<file path="src/rtl/element_cmd_sched.sv">
// -----------------------------------------------------------------------------
// element_cmd_sched
// Timed command issuer for one element channel. Pulse commands are queued in a
// small FIFO; the head command is held until the element time counter reaches
// its trigger time and the element is idle, then its fields are driven to the
// element together with a one-cycle command strobe. Late issues are counted.
//
// Ports
//   clk, resetn          element clock, asynchronous active-low reset
//   cmd_in/valid/ready   128-bit command write handshake
//   flush                synchronous discard of queued and head commands
//   tcnt                 free-running element time counter (wraps)
//   elem_busy            element busy (prep/pulse/post or strobe)
//   cmdstb               one-cycle command strobe
//   envstart..mode       command fields, stable from the strobe until the next
//   fifo_count           queue occupancy (registered)
//   idle                 nothing queued, no head, not firing (registered)
//   late_cnt             saturating count of late issues
// -----------------------------------------------------------------------------
module element_cmd_sched #(
   parameter int unsigned ENV_ADDRWIDTH  = 12,
   parameter int unsigned FREQ_ADDRWIDTH = 9,
   parameter int unsigned TCNTWIDTH      = 27,
   parameter int unsigned FIFO_DEPTH     = 8
) (
   input  logic                            clk,
   input  logic                            resetn,
   input  logic [127:0]                    cmd_in,
   input  logic                            cmd_valid,
   output logic                            cmd_ready,
   input  logic                            flush,
   input  logic [TCNTWIDTH-1:0]            tcnt,
   input  logic                            elem_busy,
   output logic                            cmdstb,
   output logic [ENV_ADDRWIDTH-1:0]        envstart,
   output logic [ENV_ADDRWIDTH-1:0]        envlength,
   output logic [15:0]                     ampx,
   output logic [16:0]                     pini,
   output logic [FREQ_ADDRWIDTH-1:0]       freqaddr,
   output logic [1:0]                      mode,
   output logic [$clog2(FIFO_DEPTH):0]     fifo_count,
   output logic                            idle,
   output logic [15:0]                     late_cnt
);

   localparam int unsigned AW = $clog2(FIFO_DEPTH);
   localparam int unsigned CW = AW + 1;

   // Only the parameterised low bits of each field are kept in the queue.
   typedef struct packed {
      logic [1:0]                mode;
      logic [FREQ_ADDRWIDTH-1:0] freqaddr;
      logic [16:0]               pini;
      logic [15:0]               ampx;
      logic [ENV_ADDRWIDTH-1:0]  envlength;
      logic [ENV_ADDRWIDTH-1:0]  envstart;
      logic [TCNTWIDTH-1:0]      trigt;
   } cmd_t;

   typedef enum logic [1:0] {ST_EMPTY, ST_WAIT, ST_FIRE} state_t;

   state_t               state_q, state_d;
   cmd_t                 fifo_q [FIFO_DEPTH];
   cmd_t                 wr_entry;
   cmd_t                 head_q;
   logic [AW-1:0]        wr_ptr_q, wr_ptr_d, rd_ptr_q, rd_ptr_d;
   logic [CW-1:0]        count_q, count_d;
   logic                 rdy_en_q;
   logic                 idle_q, idle_d;
   logic [15:0]          late_cnt_q, late_cnt_d;
   logic [ENV_ADDRWIDTH-1:0]  envstart_q, envlength_q;
   logic [15:0]               ampx_q;
   logic [16:0]               pini_q;
   logic [FREQ_ADDRWIDTH-1:0] freqaddr_q;
   logic [1:0]                mode_q;

   logic                 push, pop, fire, go, fifo_empty, fifo_full;
   logic [TCNTWIDTH-1:0] diff;

   // Command bits above each field's width and [127:115] are ignored.
   logic unused_cmd_bits;
   assign unused_cmd_bits = ^cmd_in;

   assign wr_entry = '{mode:      cmd_in[114:113],
                       freqaddr:  cmd_in[97 +: FREQ_ADDRWIDTH],
                       pini:      cmd_in[96:80],
                       ampx:      cmd_in[79:64],
                       envlength: cmd_in[48 +: ENV_ADDRWIDTH],
                       envstart:  cmd_in[32 +: ENV_ADDRWIDTH],
                       trigt:     cmd_in[0 +: TCNTWIDTH]};

   assign fifo_empty = (count_q == '0);
   assign fifo_full  = (count_q == CW'(FIFO_DEPTH));
   // rdy_en_q holds ready low through reset and releases it one clock later.
   assign cmd_ready  = rdy_en_q & ~fifo_full & ~flush;
   assign push       = cmd_valid & cmd_ready;

   // Modular distance to the trigger; MSB set means the trigger is in the past.
   assign diff = head_q.trigt - tcnt;
   assign go   = ~elem_busy & ((diff == '0) | diff[TCNTWIDTH-1]);

   always_comb begin
      state_d = state_q;
      pop     = 1'b0;
      fire    = 1'b0;
      case (state_q)
         ST_EMPTY: begin
            if (!fifo_empty) begin
               pop     = 1'b1;
               state_d = ST_WAIT;
            end
         end
         ST_WAIT: begin
            if (go) begin
               fire    = 1'b1;
               state_d = ST_FIRE;
            end
         end
         ST_FIRE: begin
            // elem_busy is not looked at here: it includes our own strobe.
            if (!fifo_empty) begin
               pop     = 1'b1;
               state_d = ST_WAIT;
            end else begin
               state_d = ST_EMPTY;
            end
         end
         default: state_d = ST_EMPTY;
      endcase
      if (flush) begin
         state_d = ST_EMPTY;
         pop     = 1'b0;
         fire    = 1'b0;
      end
   end

   always_comb begin
      wr_ptr_d   = wr_ptr_q;
      rd_ptr_d   = rd_ptr_q;
      count_d    = count_q;
      late_cnt_d = late_cnt_q;
      if (push) wr_ptr_d = wr_ptr_q + 1'b1;
      if (pop)  rd_ptr_d = rd_ptr_q + 1'b1;
      if (push && !pop)      count_d = count_q + 1'b1;
      else if (!push && pop) count_d = count_q - 1'b1;
      if (flush) begin
         wr_ptr_d = '0;
         rd_ptr_d = '0;
         count_d  = '0;
      end
      if (fire && (diff != '0) && (late_cnt_q != 16'hFFFF))
         late_cnt_d = late_cnt_q + 16'd1;
      idle_d = (count_d == '0) && (state_d == ST_EMPTY);
   end

   always_ff @(posedge clk or negedge resetn) begin
      if (!resetn) begin
         state_q     <= ST_EMPTY;
         wr_ptr_q    <= '0;
         rd_ptr_q    <= '0;
         count_q     <= '0;
         rdy_en_q    <= 1'b0;
         idle_q      <= 1'b1;
         late_cnt_q  <= '0;
         envstart_q  <= '0;
         envlength_q <= '0;
         ampx_q      <= '0;
         pini_q      <= '0;
         freqaddr_q  <= '0;
         mode_q      <= '0;
      end else begin
         state_q    <= state_d;
         wr_ptr_q   <= wr_ptr_d;
         rd_ptr_q   <= rd_ptr_d;
         count_q    <= count_d;
         rdy_en_q   <= 1'b1;
         idle_q     <= idle_d;
         late_cnt_q <= late_cnt_d;
         if (fire) begin
            envstart_q  <= head_q.envstart;
            envlength_q <= head_q.envlength;
            ampx_q      <= head_q.ampx;
            pini_q      <= head_q.pini;
            freqaddr_q  <= head_q.freqaddr;
            mode_q      <= head_q.mode;
         end
      end
   end

   // Queue storage and head register carry no reset; state gates their use.
   always_ff @(posedge clk) begin
      if (push) fifo_q[wr_ptr_q] <= wr_entry;
      if (pop)  head_q <= fifo_q[rd_ptr_q];
   end

   assign cmdstb     = (state_q == ST_FIRE);
   assign envstart   = envstart_q;
   assign envlength  = envlength_q;
   assign ampx       = ampx_q;
   assign pini       = pini_q;
   assign freqaddr   = freqaddr_q;
   assign mode       = mode_q;
   assign fifo_count = count_q;
   assign idle       = idle_q;
   assign late_cnt   = late_cnt_q;

endmodule

</file>
<file path="config.mk">
export PLATFORM = sky130hd
export DESIGN_NAME = element_cmd_sched
export DESIGN_NICKNAME = d
export VERILOG_FILES = /design/src/rtl/element_cmd_sched.sv
export SDC_FILE = /design/constraint.sdc
export NUM_CORES = 1
export LEC_CHECK = 0
export BUFFER_PORTS_ARGS = -buffer_cell sky130_fd_sc_hd__clkbuf_2
export CORE_ASPECT_RATIO = 0.75
export CORE_MARGIN = 3
export CORE_UTILIZATION = 53
export DETAILED_ROUTE_END_ITERATION = 16
export GPL_TIMING_DRIVEN = 1
export PLACE_DENSITY = 0.71
export SETUP_SLACK_MARGIN = 0.02
export SLEW_MARGIN = 20
export SYNTH_ARGS = -nofsm -noshare
export SYNTH_HDL_FRONTEND = slang
export SYNTH_SLANG_ARGS = --single-unit
</file>
<file path="constraint.sdc">
create_clock -name clk -period 14.5 [get_ports clk]
set_input_delay 0 -clock clk [delete_from_list [all_inputs] [get_ports clk]]
set_output_delay 0 -clock clk [all_outputs]
set_load 0.03 [all_outputs]
</file>
==> impl_metrics.py <==
metrics = {
    "clocking": {
        "post_cts_buffers": 0,
        "cts_buffer_depth": 3,
        "clock_sinks": 953,
        "cts-resized-gates": 0,
        "clock_latency_ps": 630,
        "clockRootBuffer": "clkbuf_16",
        "holdBufCountCts": 100,
        "cts_buffers": 88,
        "htreeDepth": 3,
        "cts_tree": "built",
        "clk_pin_slew_ps": 60,
    },
    "hold_path": {
        "hold_class": "input port to async pin",
    },
    "synth": {
        "synthFlopType": "edfxtp_1",
        "yosys_register_bits": 953,
        "yosys-top-cells-area": "edfxtp_1 69%, mux4_2 12%, dfrtp_1 6.5%, mux2_2 4.7%, ha_1 1.0%",
        "synth.distinct_cells": 64,
        "synth_edf_count": 855,
        "synthCells": 1768,
        "netlist_area_mm2": 0.0371,
        "synth_top_area_share_pct": 69.2,
        "syn_avg_cell_area_um2": 21.0,
        "ys_seq_area_share_pct": 75.8,
        "yosysWarnings": 0,
        "async_flop_share_pct": 10.3,
        "synth_top_area_cell": "edfxtp_1",
        "syn_nets": 1959,
    },
    "global_route": {
        "antenna_found_initial": 5,
        "grt-ovfl-total": 0,
        "track_usage_pct": 20.9,
        "grt_max_degree": 98,
        "grt_first_pass_wirelength_mm": 116,
        "first_global_vias": 18866,
    },
    "layout": {
        "drive_above_1_share_pct": 34.7,
        "syn2layout_area_growth_pct": 16.7,
        "nFillCells": 4635,
        "final_nets": 2317,
    },
    "floorplanning": {
        "core-area_mm2": 0.0689,
        "ios": 251,
        "fp.dieW_um": 311,
        "initial_core_util_pct": 53.9,
        "dieArea_mm2": 0.0732,
        "die_h_um": 235,
        "num_rows": 83,
    },
    "run": {
        "drv_cap": 0,
    },
    "critical_path": {
        "crit_path_end": "ampx[2]",
        "setup.worst_path.start_class": "register",
        "r2r_slack_ps": 10050,
        "worst-path-max-fanout": 48,
        "crit_arrival_ps": 4960,
        "worstPathRequired_ps": 15010,
        "reg2regPathDepth": 13,
        "cp-end-kind": "register",
        "path_class": "register to register",
        "r2r_start": "head_q[4]",
        "startpoint": "head_q[4]",
        "rr_endpoint": "ampx[2]",
    },
    "power_and_ir_drop": {
        "total_power_uw": 7380,
        "switchingPower_uw": 2020,
        "clkPwrFrac_pct": 31.5,
        "power.share.sequential_pct": 46.6,
        "swShare_pct": 27.4,
        "ir_drop_uv": 119,
        "power_leakage_uw": 0.0147,
        "p_int_uw": 5360,
        "p_comb_share_pct": 21.9,
        "powerDensity_mw_per_mm2": 170,
    },
    "detailed_routing": {
        "routed_wl_mm": 75.5,
        "first_pass_iters": 5,
        "vias": 18098,
        "ant_nets": 0,
        "viasPerCell": 5.77,
        "drc": 0,
        "wire_per_inst_um": 24.1,
        "dr.first_iter.drc_count": 1518,
    },
    "sta": {
        "tightest_slew_ps": 1070,
        "finalClockSkew_ps": 29.9,
        "relSlewSlack_pct": 28.8,
        "hold_viol": 0,
        "slew_violations": 0,
        "fin_crit_sh_pct": 30.7,
        "fin_setup_tns_ps": 0,
        "setup_viol": 0,
        "fmax_mhz": 225,
        "rsz0062_at_grt": "false",
        "finalCriticalPeriod_ps": 4450,
    },
    "placed_design": {
        "io_buffers": 217,
        "gp_congestion": 0.797,
        "hpwl_mm": 40.4,
    },
    "outcome": {
        "outcome": "complete, no violations",
    },
}
[cell usage in the layout (no fill, tap or decap), types with 24 or more instances in the layout]
cell type | netlist | final
nand2_1 | 49 | 49
nor2_1 | 26 | 24
mux4_2 | 190 | 190
xnor2_1 | 27 | 27
edfxtp_1 | 855 | 855
mux2_2 | 156 | 156
buf_4 | 0 | 28
dlygate4sd3_1 | 0 | 100
a21oi_1 | 29 | 29
dfrtp_1 | 97 | 94
clkbuf_2 | 0 | 216
inv_1 | 37 | 37
clkbuf_16 | 0 | 90
ha_1 | 31 | 31
[metrics by stage]
stage / worst slack (ps) / cells / utilization (%) / hold slack, ps / cell area (µm²)
final: 10050 / 3136 / 62.9 / 83.7 / 43300
after global routing: 9900 / 3134 / 62.8 / 96.0 / 43300
after CTS: 10030 / 3132 / 62.8 / 43.0 / 43300
after detailed placement: 10020 / 2871 / 57.1 / 83.7 / 39300
after global placement: 10000 / 2871 / 57.1 / 70.5 / 39300
after floorplan: 1730 / 1768 / - / -296 / 37100
[kinds of logic (layout without fill, tap and decap cells)]
group	count (synthesis)	in the layout	share of synthesized area, %
other	1	5	0.0101
and+or+nand+nor	168	168	2.33
muxes	358	358	16.7
AOI/OAI and AO/OA	107	107	1.96
buffers and inverters	115	544	1.27
xor gates and xnor gates	35	35	0.827
adders and majority gates	31	31	1.05
DFF	953	953	75.8
[flip-flops by register name, indices dropped and copies added (netlist names), 4 cells and up]
register and cells:
fifo_q 760, head_q 95, pini 17, ampx 16, late_cnt 16, envlength 12, envstart 12, freqaddr 9
fifo_count 4
[per-layer routing]
metal  global-route usage [%]  up-vias  wire, µm
met5                        0        -        27
met4                     4.45        4      1240
met3                     4.31       94      4530
met2                     33.1      514     36300
met1                     30.7     9541     33400
li1                         -     7945         -
[how the worst min path moves through the flow]
stage / cells past startpoint / slack (ps) / from / endpoint
detailed placement: 1 / 80 / resetn / mode[0]
CTS: 6 / 40 / tcnt[26] / late_cnt[9]
global route: 2 / 100 / resetn / mode[1]
finish: 2 / 80 / resetn / ampx[15]
floorplan: 0 / -300 / resetn / ampx[0]
global placement: 1 / 70 / resetn / mode[0]
[cell usage after synthesis, types with 17 or more instances]
master	instances
a21oi_1	29
buf_1	19
clkbuf_1	44
dfrtp_1	97
edfxtp_1	855
ha_1	31
inv_1	37
mux2_2	156
mux4_2	190
nand2_1	49
nand3_1	23
nor2_1	26
o21ai_0	17
xnor2_1	27
[worst max-delay path, cell delays in order (launching register included)]
cell and delay [ps]:
edfxtp_1 470, ha_1 390, and4_1 230, o21ai_0 200, a31oi_1 200, nor2_2 220, a211oi_1 110, or3_1 330
xor2_1 250, nor4_4 100, o21ai_4 150, buf_4 380, buf_4 810, mux2_2 430
[area by class of cell]
class / count / area, µm² / share of cell area, %
clock buffer: 119 / 2450 / 5.66
sequential: 953 / 28100 / 65.0
antenna: 4 / 10.0 / 0.0231
multi-input combinational: 700 / 8560 / 19.8
timing repair buffer: 346 / 2320 / 5.37
inverter: 37 / 139 / 0.321
clock inverter: 42 / 484 / 1.12
tap: 935 / 1170 / 2.70
[power groups by stage]
stage | Combinational, µW | Clock [µW] | Sequential (µW)
floorplan | 1020 | 0 | 3630
global placement | 1580 | 0 | 3490
detailed placement | 1600 | 0 | 3490
CTS | 1640 | 2370 | 3440
global route | 1750 | 2480 | 3460
finish | 1620 | 2320 | 3440
(Power assumes the default switching activity.)
